### config.mk
export PLATFORM = sky130hd
export DESIGN_NAME = vector_sync_sequencer
export DESIGN_NICKNAME = d
export VERILOG_FILES = /design/src/rtl/vector_sync_sequencer.sv
export SDC_FILE = /design/constraint.sdc
export NUM_CORES = 1
export LEC_CHECK = 0
export BUFFER_PORTS_ARGS = -buffer_cell sky130_fd_sc_hd__buf_2
export CELL_PAD_IN_SITES_DETAIL_PLACEMENT = 1
export CELL_PAD_IN_SITES_GLOBAL_PLACEMENT = 1
export CORE_ASPECT_RATIO = 0.9
export CORE_MARGIN = 3
export CORE_UTILIZATION = 40
export DETAILED_ROUTE_END_ITERATION = 12
export HOLD_SLACK_MARGIN = 0.1
export PLACE_DENSITY = 0.81
export SETUP_SLACK_MARGIN = 0.4
export SYNTH_ARGS = -nofsm -noshare
export SYNTH_HDL_FRONTEND = slang
export SYNTH_SLANG_ARGS = --single-unit
### constraint.sdc
create_clock -name clk -period 3.5 [get_ports clk]
set_input_delay 0.175 -clock clk [delete_from_list [all_inputs] [get_ports clk]]
set_output_delay 0.175 -clock clk [all_outputs]
set_load 0.05 [all_outputs]
### src/rtl/vector_sync_sequencer.sv
// vector_sync_sequencer: turns vector records into tester_sync pulses, stalling so the generator FIFO never wraps
module vector_sync_sequencer #(
  parameter int DELAY_W = 32,
  parameter int INT_W = 32,
  parameter int PERIOD_W = 16,
  parameter int REPEAT_W = 16,
  parameter int MAX_OUTSTANDING = 31
) (
  input  logic                clk,
  input  logic                reset_n,
  input  logic                start,
  input  logic                stop,
  input  logic                vec_valid,
  output logic                vec_ready,
  input  logic [PERIOD_W-1:0] vec_period,
  input  logic [REPEAT_W-1:0] vec_repeat,
  input  logic [DELAY_W-1:0]  vec_delay,
  input  logic                vec_last,
  input  logic                channel_sync,
  output logic                tester_sync,
  output logic [DELAY_W-1:0]  delay,
  output logic [INT_W-1:0]    cur_vector_number,
  output logic [INT_W-1:0]    cur_cycle_number,
  output logic                busy,
  output logic                done,
  output logic                overflow_err
);
  localparam int OW = $clog2(MAX_OUTSTANDING + 1);
  typedef enum logic [2:0] {IDLE, FETCH, ISSUE, HOLD, DRAIN, DONE} state_t;
  state_t state;
  logic [OW-1:0] outstanding;
  logic [PERIOD_W-1:0] per, per_cnt;
  logic [REPEAT_W-1:0] rpt_left;
  logic last, sync_seen, cs_q, known, retire, issue;
  assign known = (channel_sync === 1'b0) || (channel_sync === 1'b1);
  assign retire = known && (!sync_seen || channel_sync != cs_q);
  assign issue = state == ISSUE && !stop && outstanding < OW'(MAX_OUTSTANDING);
  assign tester_sync = issue;
  assign vec_ready = state == FETCH && !stop;
  assign busy = state != IDLE;
  assign done = state == DONE;
  always_ff @(posedge clk) begin
    if (!reset_n) begin
      state <= IDLE;
      outstanding <= '0;
      sync_seen <= 1'b0;
      cs_q <= 1'b0;
      overflow_err <= 1'b0;
      delay <= '0;
      cur_vector_number <= '0;
      cur_cycle_number <= '0;
      per <= '0;
      per_cnt <= '0;
      rpt_left <= '0;
      last <= 1'b0;
    end else begin
      cs_q <= known ? channel_sync : cs_q;
      sync_seen <= sync_seen || known;
      outstanding <= (issue == retire) ? outstanding :
                     issue ? outstanding + 1'b1 :
                     (outstanding == '0) ? outstanding : outstanding - 1'b1;
      overflow_err <= overflow_err || (retire && !issue && outstanding == '0);
      if (stop) state <= IDLE;
      else case (state)
        IDLE: if (start) begin
          state <= FETCH;
          cur_vector_number <= '0;
          cur_cycle_number <= '0;
        end
        FETCH: if (vec_valid) begin
          rpt_left <= (vec_repeat == '0) ? REPEAT_W'(1) : vec_repeat;
          per <= (vec_period < PERIOD_W'(2)) ? PERIOD_W'(2) : vec_period;
          delay <= vec_delay;
          last <= vec_last;
          state <= ISSUE;
        end
        ISSUE: if (issue) begin
          per_cnt <= per - 1'b1;
          state <= HOLD;
        end
        HOLD: begin
          per_cnt <= per_cnt - 1'b1;
          if (per_cnt == PERIOD_W'(1)) begin
            cur_cycle_number <= cur_cycle_number + 1'b1;
            if (rpt_left > REPEAT_W'(1)) begin
              rpt_left <= rpt_left - 1'b1;
              state <= ISSUE;
            end else begin
              cur_vector_number <= cur_vector_number + 1'b1;
              state <= last ? DRAIN : FETCH;
            end
          end
        end
        DRAIN: if (outstanding == '0) state <= DONE;
        DONE: state <= IDLE;
        default: state <= IDLE;
      endcase
    end
  end
endmodule

# Word level (Yosys, flattened, before mapping)
# Cells that the tools add are included.
[word_totals]
output_inout_bits = 101
ff_bits = 156
inputBits = 71
[op_classes]
eq_ne = 18
reduce_logical = 28
magnitude_cmp = 3
bitwise_logic = 3
add_sub_neg = 7
muxes = 24
[op_table]
columns = ["op", "count"]
rows = [
  ["$mux 32", 4],
  ["$pmux 32 s2", 2],
  ["$mux 16", 6],
  ["$add 32x1->32 const B", 2],
  ["$pmux 16 s2", 2],
  ["$sub 16x1->16 const B", 3],
  ["$mux 3", 7],
  ["$eq 16x1->1 const B", 1],
  ["$gt 16x1->1 const B", 1],
  ["$logic_not 16->1", 1],
  ["$lt 16x2->1 const B", 1],
  ["$ne 2x2->1 const B", 8],
  ["$pmux 3 s5", 1],
  ["$reduce_and 5->1", 3],
  ["$mux 5", 2],
  ["$eq 3x2->1 const B", 2],
  ["$eq 3x3->1 const B", 2],
  ["$logic_and 1x1->1", 6],
  ["$reduce_and 3->1", 2],
  ["$reduce_bool 2->1", 3],
  ["$add 5x1->5 const B", 1],
  ["$logic_not 5->1", 1],
  ["$lt 5x5->1 const B", 1],
  ["$sub 5x1->5 const B", 1],
  ["12 further kinds", 20],
]

# Logic depth before layout (Yosys ltp)
# Gate-level depths: netlist of run 1.
[logic_depth]
ltp_word = 7
mapped_depth = 9

# Worst setup path after synthesis of run 1
# OpenSTA, ideal clock, no wires.
[synth_path]
kind = "reg-to-reg"
from = "reg cur_cycle_number[8]"
to = "reg cur_cycle_number[30]"
setup_ps = 70
slack_ps = 811
stages_incl_launch_ff = 9
synth_period_minus_slack_ps = 2689
arrival_time_ps = 2619
required_ps = 3430
cell_sequence = "dfxtp_1 -> nand4_2 -> or4_1 -> buf_2 -> or3_1 -> buf_6 -> buf_6 -> or4_1 -> a21oi_1"
[synth_via]
elab_chain_cells = 3
[synth_rtl]
columns = ["item", "line", "source"]
rows = [
  ["start: declaration", "23", "output logic [INT_W-1:0] cur_cycle_number,"],
  ["start signal: assignment", "84", "cur_cycle_number <= cur_cycle_number + 1'b1;"],
  ["$add 32x1->32", "84", ""],
  ["$mux 32", "83", "if (per_cnt == PERIOD_W'(1)) begin"],
  ["$pmux 32 s2", "64", "else case (state)"],
]
# Every way passes these cells. The select of a mux whose other input is x is not followed.
# A chain may end at the register's enable or synchronous reset.

# Worst setup path in the final report of run 1
[layout_path]
from = "reg state[1]"
to = "reg outstanding[4]"
[layout_via]
elab_chain_cells = 6
word_cells_on_any_way = 8
[layout_rtl]
columns = ["item", "line", "source"]
rows = [
  ["start: declaration", "30", "state_t state;"],
  ["start signal: assignment", "90", "state <= last ? DRAIN : FETCH;"],
  ["$eq 3x2->1 (*)", "37", "assign issue = state == ISSUE && !stop && outstanding < OW'(MAX_OUTSTANDING);"],
  ["$logic_and 1x1->1 (*) (2 in a row)", "37", ""],
  ["$eq 1x1->1", "59", "outstanding <= (issue == retire) ? outstanding :"],
  ["$not 1->1 (no source line)", "-", ""],
  ["$reduce_and 2->1 (no source line)", "-", ""],
  ["end signal: assignment", "59", ""],
  ["end: declaration", "31", "logic [OW-1:0] outstanding;"],
]
# Mark *: on every way between the ends. The rest lies on a longest branch, timed or not.

==> results of run 1 <==
[registers in the layout, indices dropped and copies added, names as in the netlist]
| signal | flops |
|---|---|
| cs_q | 1 |
| state | 3 |
| outstanding | 5 |
| overflow_err | 1 |
| per | 16 |
| last | 1 |
| sync_seen | 1 |
| per_cnt | 16 |
| delay | 32 |
| cur_cycle_number | 32 |
| rpt_left | 16 |
| cur_vector_number | 32 |
[worst paths after layout]
path	slack [ns]	to	depth (start not counted)	start
setup / recovery	0.66	outstanding[4]	9	state[1]
hold / removal	0.12	rpt_left[10]	3	vec_repeat[10]
setup reg to reg	0.66	outstanding[4]	9	state[1]
hold reg to reg	0.45	delay[29]	2	delay[29]
[logic make-up (layout without fill, tap and decap cells)]
kind of cell / after synthesis / after routing / share of synthesized area, %
muxes: 22 / 22 / 2.73
other: 0 / 2 / 0
buffers and inverters: 92 / 297 / 4.50
and+or+nand+nor: 462 / 462 / 29.2
xor gates and xnor gates: 24 / 24 / 2.59
DFF: 156 / 156 / 38.5
adders and majority gates: 12 / 12 / 1.94
AOI/OAI and AO/OA: 264 / 264 / 20.6
[metal layers]
layer | up-vias | share of wire, % | global-route usage [%]
li1 | 4184 | - | -
met2 | 284 | 48 | 44.2
met5 | - | 0.045 | 0
met3 | 50 | 6.2 | 6.38
met1 | 4338 | 44 | 34.3
met4 | 2 | 2.1 | 8.06
[stage by stage]
stage / utilization (%) / cells / total power, mW / setup WS [ns] / instance area [um2]
floorplan: - / 1032 / 2.38 / 0.811 / 8110
global placement: 47.0 / 1403 / 2.56 / 0.808 / 9170
detailed placement: 47.0 / 1403 / 2.58 / 0.718 / 9170
CTS: 52.8 / 1487 / 4.57 / 0.649 / 10300
global route: 52.9 / 1488 / 4.77 / 0.394 / 10300
finish: 52.9 / 1489 / 4.56 / 0.661 / 10300
[placed cells by master, fill, tap and decap left out, types with 11 or more instances in the layout]
master,n
nand2_1,177
dfxtp_1,156
inv_1,20
nor4_1,25
dlygate4sd3_1,52
o31ai_1,42
buf_2,171
nand4_1,26
buf_4,21
a21oi_1,120
or3_1,17
ha_1,11
mux2i_1,21
or4_1,34
xnor2_1,18
clkbuf_16,17
nor2_1,52
nand3_1,37
o21ai_0,30
nand2b_1,21
nor3_1,27
[power by group through the flow]
stage               Clock, mW  Combinational [mW]  Sequential, mW
global placement            0               0.632            1.92
finish                   1.95               0.715            1.89
CTS                      1.98               0.704            1.89
detailed placement          0               0.653            1.93
floorplan                   0               0.431            1.95
global route             2.08               0.793            1.90
[cell type report]
cell class / count / area [um2]
Fill cell: 2361 / 9200
Multi-Input combinational cell: 784 / 4650
Sequential cell: 156 / 3120
Timing Repair Buffer: 244 / 1530
Clock buffer: 17 / 425
Tap cell: 250 / 313
Clock inverter: 15 / 199
Inverter: 21 / 78.8
Antenna cell: 2 / 5.00
[worst max-delay path, stage by stage, from the launching register on]
cell	delay, ns
dfxtp_1	0.41
buf_4	0.21
nand2b_1	0.16
a211o_1	0.44
fa_1	0.49
a21o_1	0.17
a21oi_1	0.18
xor2_1	0.11
or3b_2	0.46
a21oi_1	0.15
[repair_timing]
action,CTS,global route
endpoints found under the setup margin,0,4
hold buffers,52,0
endpoints found under the hold margin,52,0
gates resized for setup,0,1
==> qor.csv, run 1 <==
metric;value;unit
fin_tns_setup;0;ns
routedWlPerCell;19.5;um
ys_ff_latch;156;
hold_slack;0.121;ns
grt_pass1_wl;48200;um
hp-class;input pin to flop;
cp-end-kind;flop;
cts_root_buffer;clkbuf_16;
synth_edf_count;0;
synth_common_cells;nand2_1, dfxtp_1, a21oi_1;
boundaryPins;172;
syn_avg_cell_area;7.86;um2
die_w;156;um
dr.pass1.iters;6;
area_growth;27.3;%
viasPerCell;5.95;
clk-insertion-delay-late;0.44;ns
p_sw;1.40;mW
peakVddDrop;297;uV
die_h;141;um
synth_fp_nets;1115;
swShare;30.6;%
cp-start-kind;flop;
min_period;2.84;ns
core;19500;um2
cts_sinks;156;
io_buffer_count;171;
synthDistinctLibCells;67;
drt_iter0_drc;548;
start_util;41.6;%
status;completed;
slew_headroom;26.1;%
rsz0062_at_grt;no;
clock_power_share;42.9;%
clock.fmax;0.352;GHz
worstPathRequired;3.86;ns
async_flop_share;0;%
worst-path-max-fanout;13;
syn_area;8110;um2
cts.path.max_buffers;2;
drc_errors;0;
path_clk_slew;0.07;ns
cts_inserted_buffers;17;
layout.nets;1307;
min_period_over_period;81.1;%
gr-usage-all-layers;26.6;%
yosys_warnings;0;
ys.flop_type;dfxtp_1;
drtAntennaViolNets;0;
power_frac_seq;41.4;%
synth_top_area_cell;dfxtp_1;
finalMaxSlewViolations;0;
h-tree-depth;4;
synth_area_leaders;dfxtp_1, nand2_1, a21oi_1, o31ai_1, or4_1;
pwr-share-comb;15.7;%
syn_inst;1032;
clock_skew;0.0128;ns
p_leak;4.01;nW
gp_congestion;0.812;
setup_violations;0;
grt_max_degree;58;
dieArea;22000;um2
p_int;3.16;mW
crit_arrival;3.20;ns
cts_tree;done;
ys_seq_area_share;38.5;%
yosysMostFrequentCell;nand2_1;
grt_pass1_vias;9047;
synth_top_area_share;38.5;%
via_count;8858;
layout-drive-gt1-share;20.1;%
cellPowerDensity;441;nW/um2
worstSetupPathType;flop to flop;
core.rowCount;48;
place_hpwl;18000;um
drv_cap;0;
drt_wl_total;29100;um
grt_remaining_overflow;0;
finalHoldViolCount;0;
postCtsSetupBuffers;0;
antenna_found_initial;2;
worst_pin_slew;1.11;ns
(Power assumes the default switching activity.)
==> run 2: changes to the inputs <==
- clock period: 3.5 -> 2.65 ns (I/O delays scaled with it)
==> run 2 against run 1 <==
Cell count increased by 3.8%. Clock skew increased by 0.0047 ns. Critical path depth decreased by 1. Clock-buffer cell count unchanged. Register-to-register slack got worse by 0.36 ns. Design area increased by 9.5%. First-iteration DRC count increased by 26%. Wire length increased by 10%. Clock power increased by 28%. Largest cell class unchanged.
==> qor.csv, run 2 (synthesized netlist as in run 1, its figures left out) <==
metric;value;unit;change
crit_buf_inv;0;;was 1
antenna_found_initial;2;;unchanged
worstSetupPathType;flop to flop;;unchanged
place_hpwl;18100;um;was 18000 um
reg2reg_depth;8;;was 9
clock.fmax;0.425;GHz;was 0.352 GHz
cp_cell_sequence;or2_4 > a211o_4 > fa_2 > a21o_1 > a21oi_2 > xor2_1 > or3b_4 > a21oi_2;;was buf_4 > nand2b_1 > a211o_1 > fa_1 > a21o_1 > a21oi_1 > xor2_1 > or3b_2 > a21oi_1
fin_tns_setup;0;ns;unchanged
path_clk_slew;0.06;ns;was 0.07 ns
swShare;30.8;%;was 30.6%
finalPower;6.19;mW;was 4.56 mW
drtAntennaViolNets;0;;unchanged
cellPowerDensity;547;nW/um2;was 441 nW/um2
cts_inserted_buffers;17;;unchanged
worstPathRequired;3.02;ns;was 3.86 ns
final_cell_mix;nand2_1, buf_2, dfxtp_1, a21oi_1, dlygate4sd3_1;;was nand2_1, buf_2, dfxtp_1, a21oi_1
whs_path_depth;5;;was 3
gp_congestion;0.839;;was 0.812
peakVddDrop;436;uV;was 297 uV
rsz0062_at_grt;yes;;was no
drt_iter0_drc;691;;was 548
cp_slowest_cell;fa_2;;was fa_1
p_leak;4.43;nW;was 4.01 nW
dr.pass1.iters;5;;was 6
drc_errors;0;;unchanged
critPathMaxStageDelay;0.40;ns;was 0.49 ns
boundaryPins;172;;unchanged
drv_cap;0;;unchanged
cpMostUsedCell;a21oi_2;;was a21oi_1
slew_headroom;51.3;%;was 26.1%
clk-insertion-delay-late;0.45;ns;was 0.44 ns
cts_sinks;156;;unchanged
largest_registers;cur_cycle_number (32), cur_vector_number (32), delay (32);;unchanged
min_period;2.35;ns;was 2.84 ns
worst-path-max-fanout;4;;was 13
grt_remaining_overflow;0;;unchanged
nFillCells;2322;;was 2361
core.rowCount;48;;unchanged
worst_pin_slew;0.730;ns;was 1.11 ns
cts_root_buffer;clkbuf_16;;unchanged
cp-start-kind;flop;;unchanged
cts.path.max_buffers;2;;unchanged
die_w;156;um;unchanged
clock_power_share;40.4;%;was 42.9%
via_count;9196;;was 8858
core;19500;um2;unchanged
start_util;41.6;%;unchanged
crit_arrival;2.72;ns;was 3.20 ns
io_buffer_count;171;;unchanged
path_delay_family;compound AO/OA/AOI/OAI gates;;unchanged
finalHoldViolCount;0;;unchanged
layout-drive-gt1-share;30.1;%;was 20.1%
routedWlPerCell;20.7;um;was 19.5 um
grt_max_degree;58;;unchanged
p_int;4.28;mW;was 3.16 mW
layout.nets;1364;;was 1307
hp-class;input pin to flop;;unchanged
grt_pass1_wl;48000;um;was 48200 um
area_growth;39.4;%;was 27.3%
clock_skew;0.0175;ns;was 0.0128 ns
status;completed;;unchanged
viasPerCell;5.95;;about the same
grt_pass1_vias;9167;;was 9047
gr-usage-all-layers;26.6;%;about the same
die_h;141;um;unchanged
pwr-share-comb;19.1;%;was 15.7%
path_depth;8;;was 9
min_period_over_period;88.7;%;was 81.1%
h-tree-depth;4;;unchanged
cts_tree;done;;unchanged
finalMaxSlewViolations;0;;unchanged
layout_commonest_cell;nand2_1;;unchanged
setup_violations;0;;unchanged
cp-end-kind;flop;;unchanged
power_frac_seq;40.5;%;was 41.4%
drt_wl_total;32000;um;was 29100 um
dieArea;22000;um2;unchanged
p_sw;1.91;mW;was 1.40 mW
run 2: area by class of cell:
class                   instances  area, um2  share of cell area [%]
multi-input cells             784       5010                    44.3
flip-flops and latches        156       3180                    28.1
repair buffers                301       2150                    19.1
clock buffers                  17        425                    3.76
well taps                     250        313                    2.77
clock inverters                15        150                    1.33
inverters                      21       78.8                   0.697
diodes                          1       2.50                  0.0221
run 2: power groups by stage:
stage	sequential [mW]	combinational (mW)	clock, mW
2_1_floorplan	2.57	0.605	0
3_3_place_gp	2.53	0.909	0
3_5_place_dp	2.54	0.937	0
4_1_cts	2.49	1.04	2.50
5_1_grt	2.51	1.28	2.61
6_report	2.51	1.18	2.50
run 2: layer usage:
metal  share of wire, %  up-vias  routed length (um)  global-route usage, %
li1                   -     4296                   -                      -
met1                 43     4541               13700                   33.8
met2                 49      286               15700                   45.1
met3                5.5       71                1750                   5.92
met4                2.6        2                 840                   8.06
met5              0.041        -                  13                      0
run 2: per-stage QoR:
step	worst slack, ns	utilization (%)	hold WS [ns]	area (um2)	instances
final	0.298	57.9	0.136	11300	1545
after detailed placement	0.207	48.2	0.373	9400	1419
after floorplan	0.268	-	0.160	8210	1032
after global placement	0.276	48.2	0.365	9400	1419
after global routing	0.224	57.9	0.175	11300	1545
after CTS	0.316	55.1	0.122	10800	1520
run 2: timing repair:
item	CTS	global route
endpoints found under the setup margin	51	80
endpoints found under the hold margin	62	0
cloned	1	4
hold buffers	63	0
gates resized for setup	20	78
pin swaps	10	28
setup buffers	5	20
run 2: worst register-to-register path: cells and delay by family, from the launching register on:
family,cells,cell delay (ns)
AOI/OAI and AO/OA,4,0.80
and+or+nand+nor,2,0.66
DFF,1,0.32
xor gates and xnor gates,1,0.11
adders and majority gates,1,0.40
run 2: worst paths after layout:
kind                               startpoint             end  slack, ns
worst max-delay path                 state[0]  outstanding[4]       0.30
worst max register to register       state[0]  outstanding[4]       0.30
worst min-delay path            vec_repeat[4]     rpt_left[4]       0.14
worst min register to register      delay[23]       delay[23]       0.46
